==> src/rtl/pmod_mic_array_interface.sv <==
// Multi-channel serial ADC front end for PMOD microphones: shared ncs/sclock generated by a
// clock-enable divider, parallel per-channel shift-in, one-cycle valid strobe and overrun flag.
module pmod_mic_array_interface #(
    parameter int unsigned CHANNELS     = 2,
    parameter int unsigned CLK_DIV      = 16,
    parameter int unsigned FRAME_BITS   = 16,
    parameter int unsigned DATA_BITS    = 12,
    parameter int unsigned QUIET_CYCLES = 32
) (
    input  logic                          clock_i,
    input  logic                          reset_i,
    input  logic [CHANNELS-1:0]           sdata_i,
    input  logic                          start_i,
    input  logic                          continuous_i,
    input  logic                          clear_overrun_i,
    output logic                          sclock_o,
    output logic                          ncs_o,
    output logic                          busy_o,
    output logic [CHANNELS*DATA_BITS-1:0] data_o,
    output logic                          data_valid_o,
    output logic                          overrun_o,
    output logic [15:0]                   sample_count_o
);

    localparam int unsigned DivW   = (CLK_DIV > 1) ? $clog2(CLK_DIV) : 1;
    localparam int unsigned BitW   = $clog2(FRAME_BITS + 1);
    localparam int unsigned QuietW = (QUIET_CYCLES > 1) ? $clog2(QUIET_CYCLES) : 1;

    localparam logic [DivW-1:0]   DivLast   = DivW'(CLK_DIV - 1);
    localparam logic [BitW-1:0]   BitLast   = BitW'(FRAME_BITS);
    localparam logic [QuietW-1:0] QuietLast = QuietW'(QUIET_CYCLES - 1);

    typedef enum logic [2:0] {StIdle, StSetup, StLow, StHigh, StQuiet} state_e;

    state_e                        state_q;
    logic [DivW-1:0]               div_q;
    logic [BitW-1:0]               bit_q;
    logic [QuietW-1:0]             quiet_q;
    logic [FRAME_BITS-1:0]         sr_q [CHANNELS];
    logic                          sclock_q;
    logic                          ncs_q;
    logic                          busy_q;
    logic [CHANNELS*DATA_BITS-1:0] data_q;
    logic                          valid_q;
    logic                          overrun_q;
    logic                          overrun_d;
    logic [15:0]                   count_q;
    logic                          div_last;

    assign div_last = (div_q == DivLast);

    // A start that cannot be honoured takes priority over a same-cycle clear.
    always_comb begin
        overrun_d = overrun_q;
        if (clear_overrun_i) overrun_d = 1'b0;
        if (start_i && (state_q != StIdle)) overrun_d = 1'b1;
    end

    always_ff @(posedge clock_i or posedge reset_i) begin
        if (reset_i) begin
            state_q   <= StIdle;
            div_q     <= '0;
            bit_q     <= '0;
            quiet_q   <= '0;
            sclock_q  <= 1'b1;
            ncs_q     <= 1'b1;
            busy_q    <= 1'b0;
            data_q    <= '0;
            valid_q   <= 1'b0;
            overrun_q <= 1'b0;
            count_q   <= '0;
            for (int unsigned i = 0; i < CHANNELS; i++) sr_q[i] <= '0;
        end else begin
            valid_q   <= 1'b0;
            overrun_q <= overrun_d;
            case (state_q)
                StIdle: begin
                    if (start_i || continuous_i) begin
                        state_q <= StSetup;
                        ncs_q   <= 1'b0;
                        busy_q  <= 1'b1;
                        div_q   <= '0;
                        bit_q   <= '0;
                        for (int unsigned i = 0; i < CHANNELS; i++) sr_q[i] <= '0;
                    end
                end
                StSetup: begin
                    if (div_last) begin
                        state_q  <= StLow;
                        sclock_q <= 1'b0;
                        div_q    <= '0;
                    end else begin
                        div_q <= div_q + 1'b1;
                    end
                end
                StLow: begin
                    // Last low cycle: this edge is the sclock rising edge, sample now.
                    if (div_last) begin
                        state_q  <= StHigh;
                        sclock_q <= 1'b1;
                        div_q    <= '0;
                        bit_q    <= bit_q + 1'b1;
                        for (int unsigned i = 0; i < CHANNELS; i++) begin
                            sr_q[i] <= {sr_q[i][FRAME_BITS-2:0], sdata_i[i]};
                        end
                    end else begin
                        div_q <= div_q + 1'b1;
                    end
                end
                StHigh: begin
                    if (div_last) begin
                        div_q <= '0;
                        if (bit_q == BitLast) begin
                            ncs_q   <= 1'b1;
                            valid_q <= 1'b1;
                            count_q <= count_q + 16'd1;
                            quiet_q <= '0;
                            for (int unsigned i = 0; i < CHANNELS; i++) begin
                                data_q[i*DATA_BITS +: DATA_BITS] <= sr_q[i][DATA_BITS-1:0];
                            end
                            if (QUIET_CYCLES == 0) begin
                                state_q <= StIdle;
                                busy_q  <= 1'b0;
                            end else begin
                                state_q <= StQuiet;
                            end
                        end else begin
                            state_q  <= StLow;
                            sclock_q <= 1'b0;
                        end
                    end else begin
                        div_q <= div_q + 1'b1;
                    end
                end
                StQuiet: begin
                    if (quiet_q == QuietLast) begin
                        state_q <= StIdle;
                        busy_q  <= 1'b0;
                    end else begin
                        quiet_q <= quiet_q + 1'b1;
                    end
                end
                default: state_q <= StIdle;
            endcase
        end
    end

    assign sclock_o       = sclock_q;
    assign ncs_o          = ncs_q;
    assign busy_o         = busy_q;
    assign data_o         = data_q;
    assign data_valid_o   = valid_q;
    assign overrun_o      = overrun_q;
    assign sample_count_o = count_q;

endmodule

==> config.mk <==
export PLATFORM = sky130hd
export DESIGN_NAME = pmod_mic_array_interface
export DESIGN_NICKNAME = d
export VERILOG_FILES = /design/src/rtl/pmod_mic_array_interface.sv
export SDC_FILE = /design/constraint.sdc
export NUM_CORES = 1
export LEC_CHECK = 0
export BUFFER_PORTS_ARGS = -buffer_cell sky130_fd_sc_hd__buf_2
export CORE_MARGIN = 2
export CORE_UTILIZATION = 61
export DETAILED_ROUTE_END_ITERATION = 12
export PLACE_DENSITY = 0.82
export SLEW_MARGIN = 30
export SYNTH_ARGS = -nofsm -noshare
export SYNTH_HDL_FRONTEND = slang
export SYNTH_SLANG_ARGS = --single-unit
export TNS_END_PERCENT = 10
==> constraint.sdc <==
create_clock -name clock_i -period 8.45 [get_ports clock_i]
set_clock_uncertainty 0.2 [all_clocks]
set_input_delay 1.2675 -clock clock_i [delete_from_list [all_inputs] [get_ports clock_i]]
set_output_delay 1.2675 -clock clock_i [all_outputs]
set_load 0.02 [all_outputs]
==> results_tabular.tex <==
\begin{tabular}{lr}
\hline
Metric & Value \\
\hline
\multicolumn{2}{l}{\textbf{Logic synthesis}} \\
\quad Post-synthesis async set-or-reset flop share & 1.000 \\
\quad Dominant cell by count in the synthesized netlist & dfrtp\_1 \\
\quad Post-synthesis sequential area ratio & 0.5948 \\
\quad Post-synth top area cell & dfrtp\_1 \\
\quad Average cell area after synthesis & 13.03 um2 \\
\quad Dominant synthesized flop cell & dfrtp\_1 \\
\quad Warnings, synthesis & 0 \\
\quad Cell count after synthesis & 278 \\
\quad Top cells by area, synth & dfrtp\_1 (58\%), mux2\_2 (7.8\%), a22o\_1 (6.0\%) \\
\quad EDFF count, synth & 0 \\
\quad Cell area after synthesis & about 0.0036 mm2 \\
\quad Top post-synthesis cells by count & dfrtp\_1 (84), a22o\_1 (25), mux2\_2 (25), nand2\_1 (19) \\
\quad Count of state elements after synthesis & 86 \\
\quad Synth Net Count & 291 \\
\quad Area share of the largest cell type after synthesis & 0.5803 \\
\quad Unique cell type count in the Yosys netlist & 43 \\
\multicolumn{2}{l}{\textbf{Setup path}} \\
\quad Critical path's top delay family & flip-flops \\
\quad Cells along the critical path & buf\_2 \\
\quad FF-to-FF Start & div\_q[0] \\
\quad Crit Path Max Fanout & 2 \\
\quad CP Launch Point & ncs\_o \\
\quad Startpoint-to-endpoint class of the critical path & flop to primary output \\
\quad Required time at the worst-slack endpoint & 6.98 ns \\
\quad Critical R2R Capture & data\_o[5] \\
\quad Endpoint class of the critical path & primary output \\
\quad Worst path buffer plus inverter count & 1 \\
\quad Crit-path slowest cell & dfstp\_2 \\
\quad Worst R2R Path Depth & 4 \\
\quad WP data arrival & 1.04 ns \\
\quad Register-to-register path setup slack & 6.13 ns \\
\quad Crit path launch type & flop \\
\quad Worst path depth & 1 \\
\quad Largest stage delay on the critical path & 0.54 ns \\
\multicolumn{2}{l}{\textbf{Clocking}} \\
\quad Post-CTS setup-driven buffer insertion count & 0 \\
\quad Num Clock Sinks & 86 \\
\quad Number of CTS-inserted buffers & 9 \\
\quad CTS Root Buffer Type & clkbuf\_8 \\
\quad Clock insertion delay at the later pin of the skew report & roughly 0.35 ns \\
\quad Resized cells post-CTS & 0 \\
\quad Hold Buf Count CTS & 0 \\
\quad Clk slew on worst S/H paths & 0.08 ns \\
\quad CTS H-tree lvls & 3 \\
\quad Clock Tree Buf Depth & 2 \\
\quad CTS tree & done \\
\multicolumn{2}{l}{\textbf{Min path}} \\
\quad Number of cells traversed by the worst hold path & 2 \\
\quad Hold Crit Start & sclock\_o \\
\quad Tightest Hold Check Type & flop to flop \\
\quad Capture endpoint of the worst hold path & sclock\_o \\
\multicolumn{2}{l}{\textbf{Floorplan}} \\
\quad Die outline width & around 81 um \\
\quad Die Footprint & 0.006571 mm2 \\
\quad Initial core utilization & 0.6228 \\
\quad Number of placed I/O pins & 52 \\
\quad Placeable core region & approximately 0.0058 mm2 \\
\quad Standard-cell row count & 28 \\
\quad Height of the die & 81.06 um \\
\multicolumn{2}{l}{\textbf{Global routing}} \\
\quad Initial antenna violation count & 0 \\
\quad Global-route usage over all layers & 0.2060 \\
\quad First-pass GRT wire length & $\sim$10000 um \\
\quad Aggregate global routing overflow & 0 \\
\quad Maximum number of pins on one net before global-route repair & between 80 and 90 \\
\quad Via count of the first global-routing pass & approximately 2200 \\
\multicolumn{2}{l}{\textbf{STA}} \\
\quad RSZ-0062 raised after global routing & no \\
\quad Final setup fails & 0 \\
\quad Fraction of the cycle the final worst path needs & 0.2968 \\
\quad Final count of pins violating max slew & 0 \\
\quad Relative slew margins & 0.5034 \\
\quad Final min period & 2.508 ns \\
\quad Transition at the pin with the smallest max-transition slack & 0.7449 ns \\
\quad Count of endpoints failing hold in the final timing report & 0 \\
\quad Highest Clock Rate & between 300 and 400 MHz \\
\quad Sum of negative setup slack & 0 ns \\
\multicolumn{2}{l}{\textbf{Drt}} \\
\quad Routed vias/inst & 5.667 \\
\quad Via count of the routed design & 2295 \\
\quad Post-Route WL & 6206 um \\
\quad Iter 0 DRT Violations & 139 \\
\quad Drt pass-1 iters & 6 \\
\quad DRC violation count after routing & 0 \\
\quad Drt wl/cell & 15.32 um \\
\quad Antenna Nets Post-Route & 0 \\
\multicolumn{2}{l}{\textbf{Place}} \\
\quad Number of I/O port buffers & 51 \\
\quad Placer Congestion & a little under 0.8 \\
\quad Dpl cell area & around 0.0039 mm2 \\
\quad Post-DP HPWL & 4027 um \\
\multicolumn{2}{l}{\textbf{Finish}} \\
\quad Growth of design area from synthesis to finish & 11.47\% \\
\quad \# fillers & about 450 \\
\quad Share of cells above drive strength 1 & 0.3121 \\
\quad Antenna diode instance count & 0 \\
\quad Net total in the final layout & 339 \\
\quad Post-route cell area & 0.004038 mm2 \\
\quad Footprint of the flip-flops and latches & 0.002155 mm2 \\
\quad Area of combinational cells with multiple inputs & about 0.0013 mm2 \\
\multicolumn{2}{l}{\textbf{Power}} \\
\quad Maximum ir drop on the vdd rail & 124.9 uV \\
\quad Overall power of the completed layout & 799.7 uW \\
\quad Cell Pwr Density & 198.1 mW/mm2 \\
\quad Static leakage & 0.002097 uW \\
\multicolumn{2}{l}{\textbf{Outcome}} \\
\quad Outcome & completed \\
\multicolumn{2}{l}{\textbf{Run}} \\
\quad Number of max-cap violations & 0 \\
\hline
\end{tabular}
placed cells by master (no fill, tap or decap), drive strengths merged, types with 6 or more instances in the layout:
master | netlist | layout
dfrtp | 84 | 84
buf | 14 | 52
mux2 | 26 | 26
a22o | 25 | 25
nand2 | 19 | 19
nor2 | 13 | 13
xnor2 | 12 | 12
clkbuf | 1 | 12
nand3 | 11 | 11
nand4 | 9 | 9
xor2 | 8 | 8
and3 | 7 | 7
ha | 6 | 6
metrics by stage:
stage / hold WS, ns / worst slack, ns / util / cells
after CTS: 0.2918 / 5.782 / 0.6941 / 405
after detailed placement: 0.2800 / 5.730 / 0.6654 / 390
final: 0.2917 / 5.942 / 0.6943 / 405
after global routing: 0.3086 / 5.890 / 0.6943 / 405
after global placement: 0.2755 / 5.756 / 0.6642 / 390
after floorplan: 0.2603 / 4.764 / - / 278
per-layer routing:
layer	GRT usage	vias to the layer above	wire length [um]
li1	-	1086	-
met1	0.2983	1150	3008
met4	0.09153	0	92
met5	0	-	0
met3	0.03556	9	242
met2	0.3083	50	2863
report_power, final:
part / switching [uW] / leakage (uW) / total [uW] / internal [uW]
Clock: 138 / 0.0000824 / 251 / 114
Combinational: 60.7 / 0.000840 / 95.5 / 34.8
Sequential: 24.0 / 0.00117 / 453 / 429
worst max-delay path by stage:
| stage | to | slack [ns] |
|---|---|---|
| detailed placement | bit_q[0] | 5.73 |
| finish | ncs_o | 5.94 |
| global route | sample_count_o[3] | 5.89 |
| floorplan | bit_q[0] | 4.76 |
| CTS | bit_q[0] | 5.78 |
| global placement | bit_q[0] | 5.76 |
sequential cells by signal (all words and copies together), names as in the netlist, 3 cells and up:
signal and cells:
div_q 4, sample_count_o 16, quiet_q 5, state_q 3, data_o 24, sr_q 24, bit_q 5
cell families after synthesis:
family | synth area share
AOI/OAI and AO/OA | 0.08394
and+or+nand+nor | 0.1299
adders and majority gates | 0.02072
DFF | 0.5948
xor gates and xnor gates | 0.04836
muxes | 0.08463
buffers and inverters | 0.03765
area by class of cell:
class / instances / area share
sequential: 86 / 0.5336
multi-input combinational: 172 / 0.3310
timing repair buffer: 52 / 0.06601
clock buffer: 12 / 0.03595
tap: 75 / 0.02324
clock inverter: 3 / 0.005268
inverter: 5 / 0.004958
(Power assumes the default switching activity.)
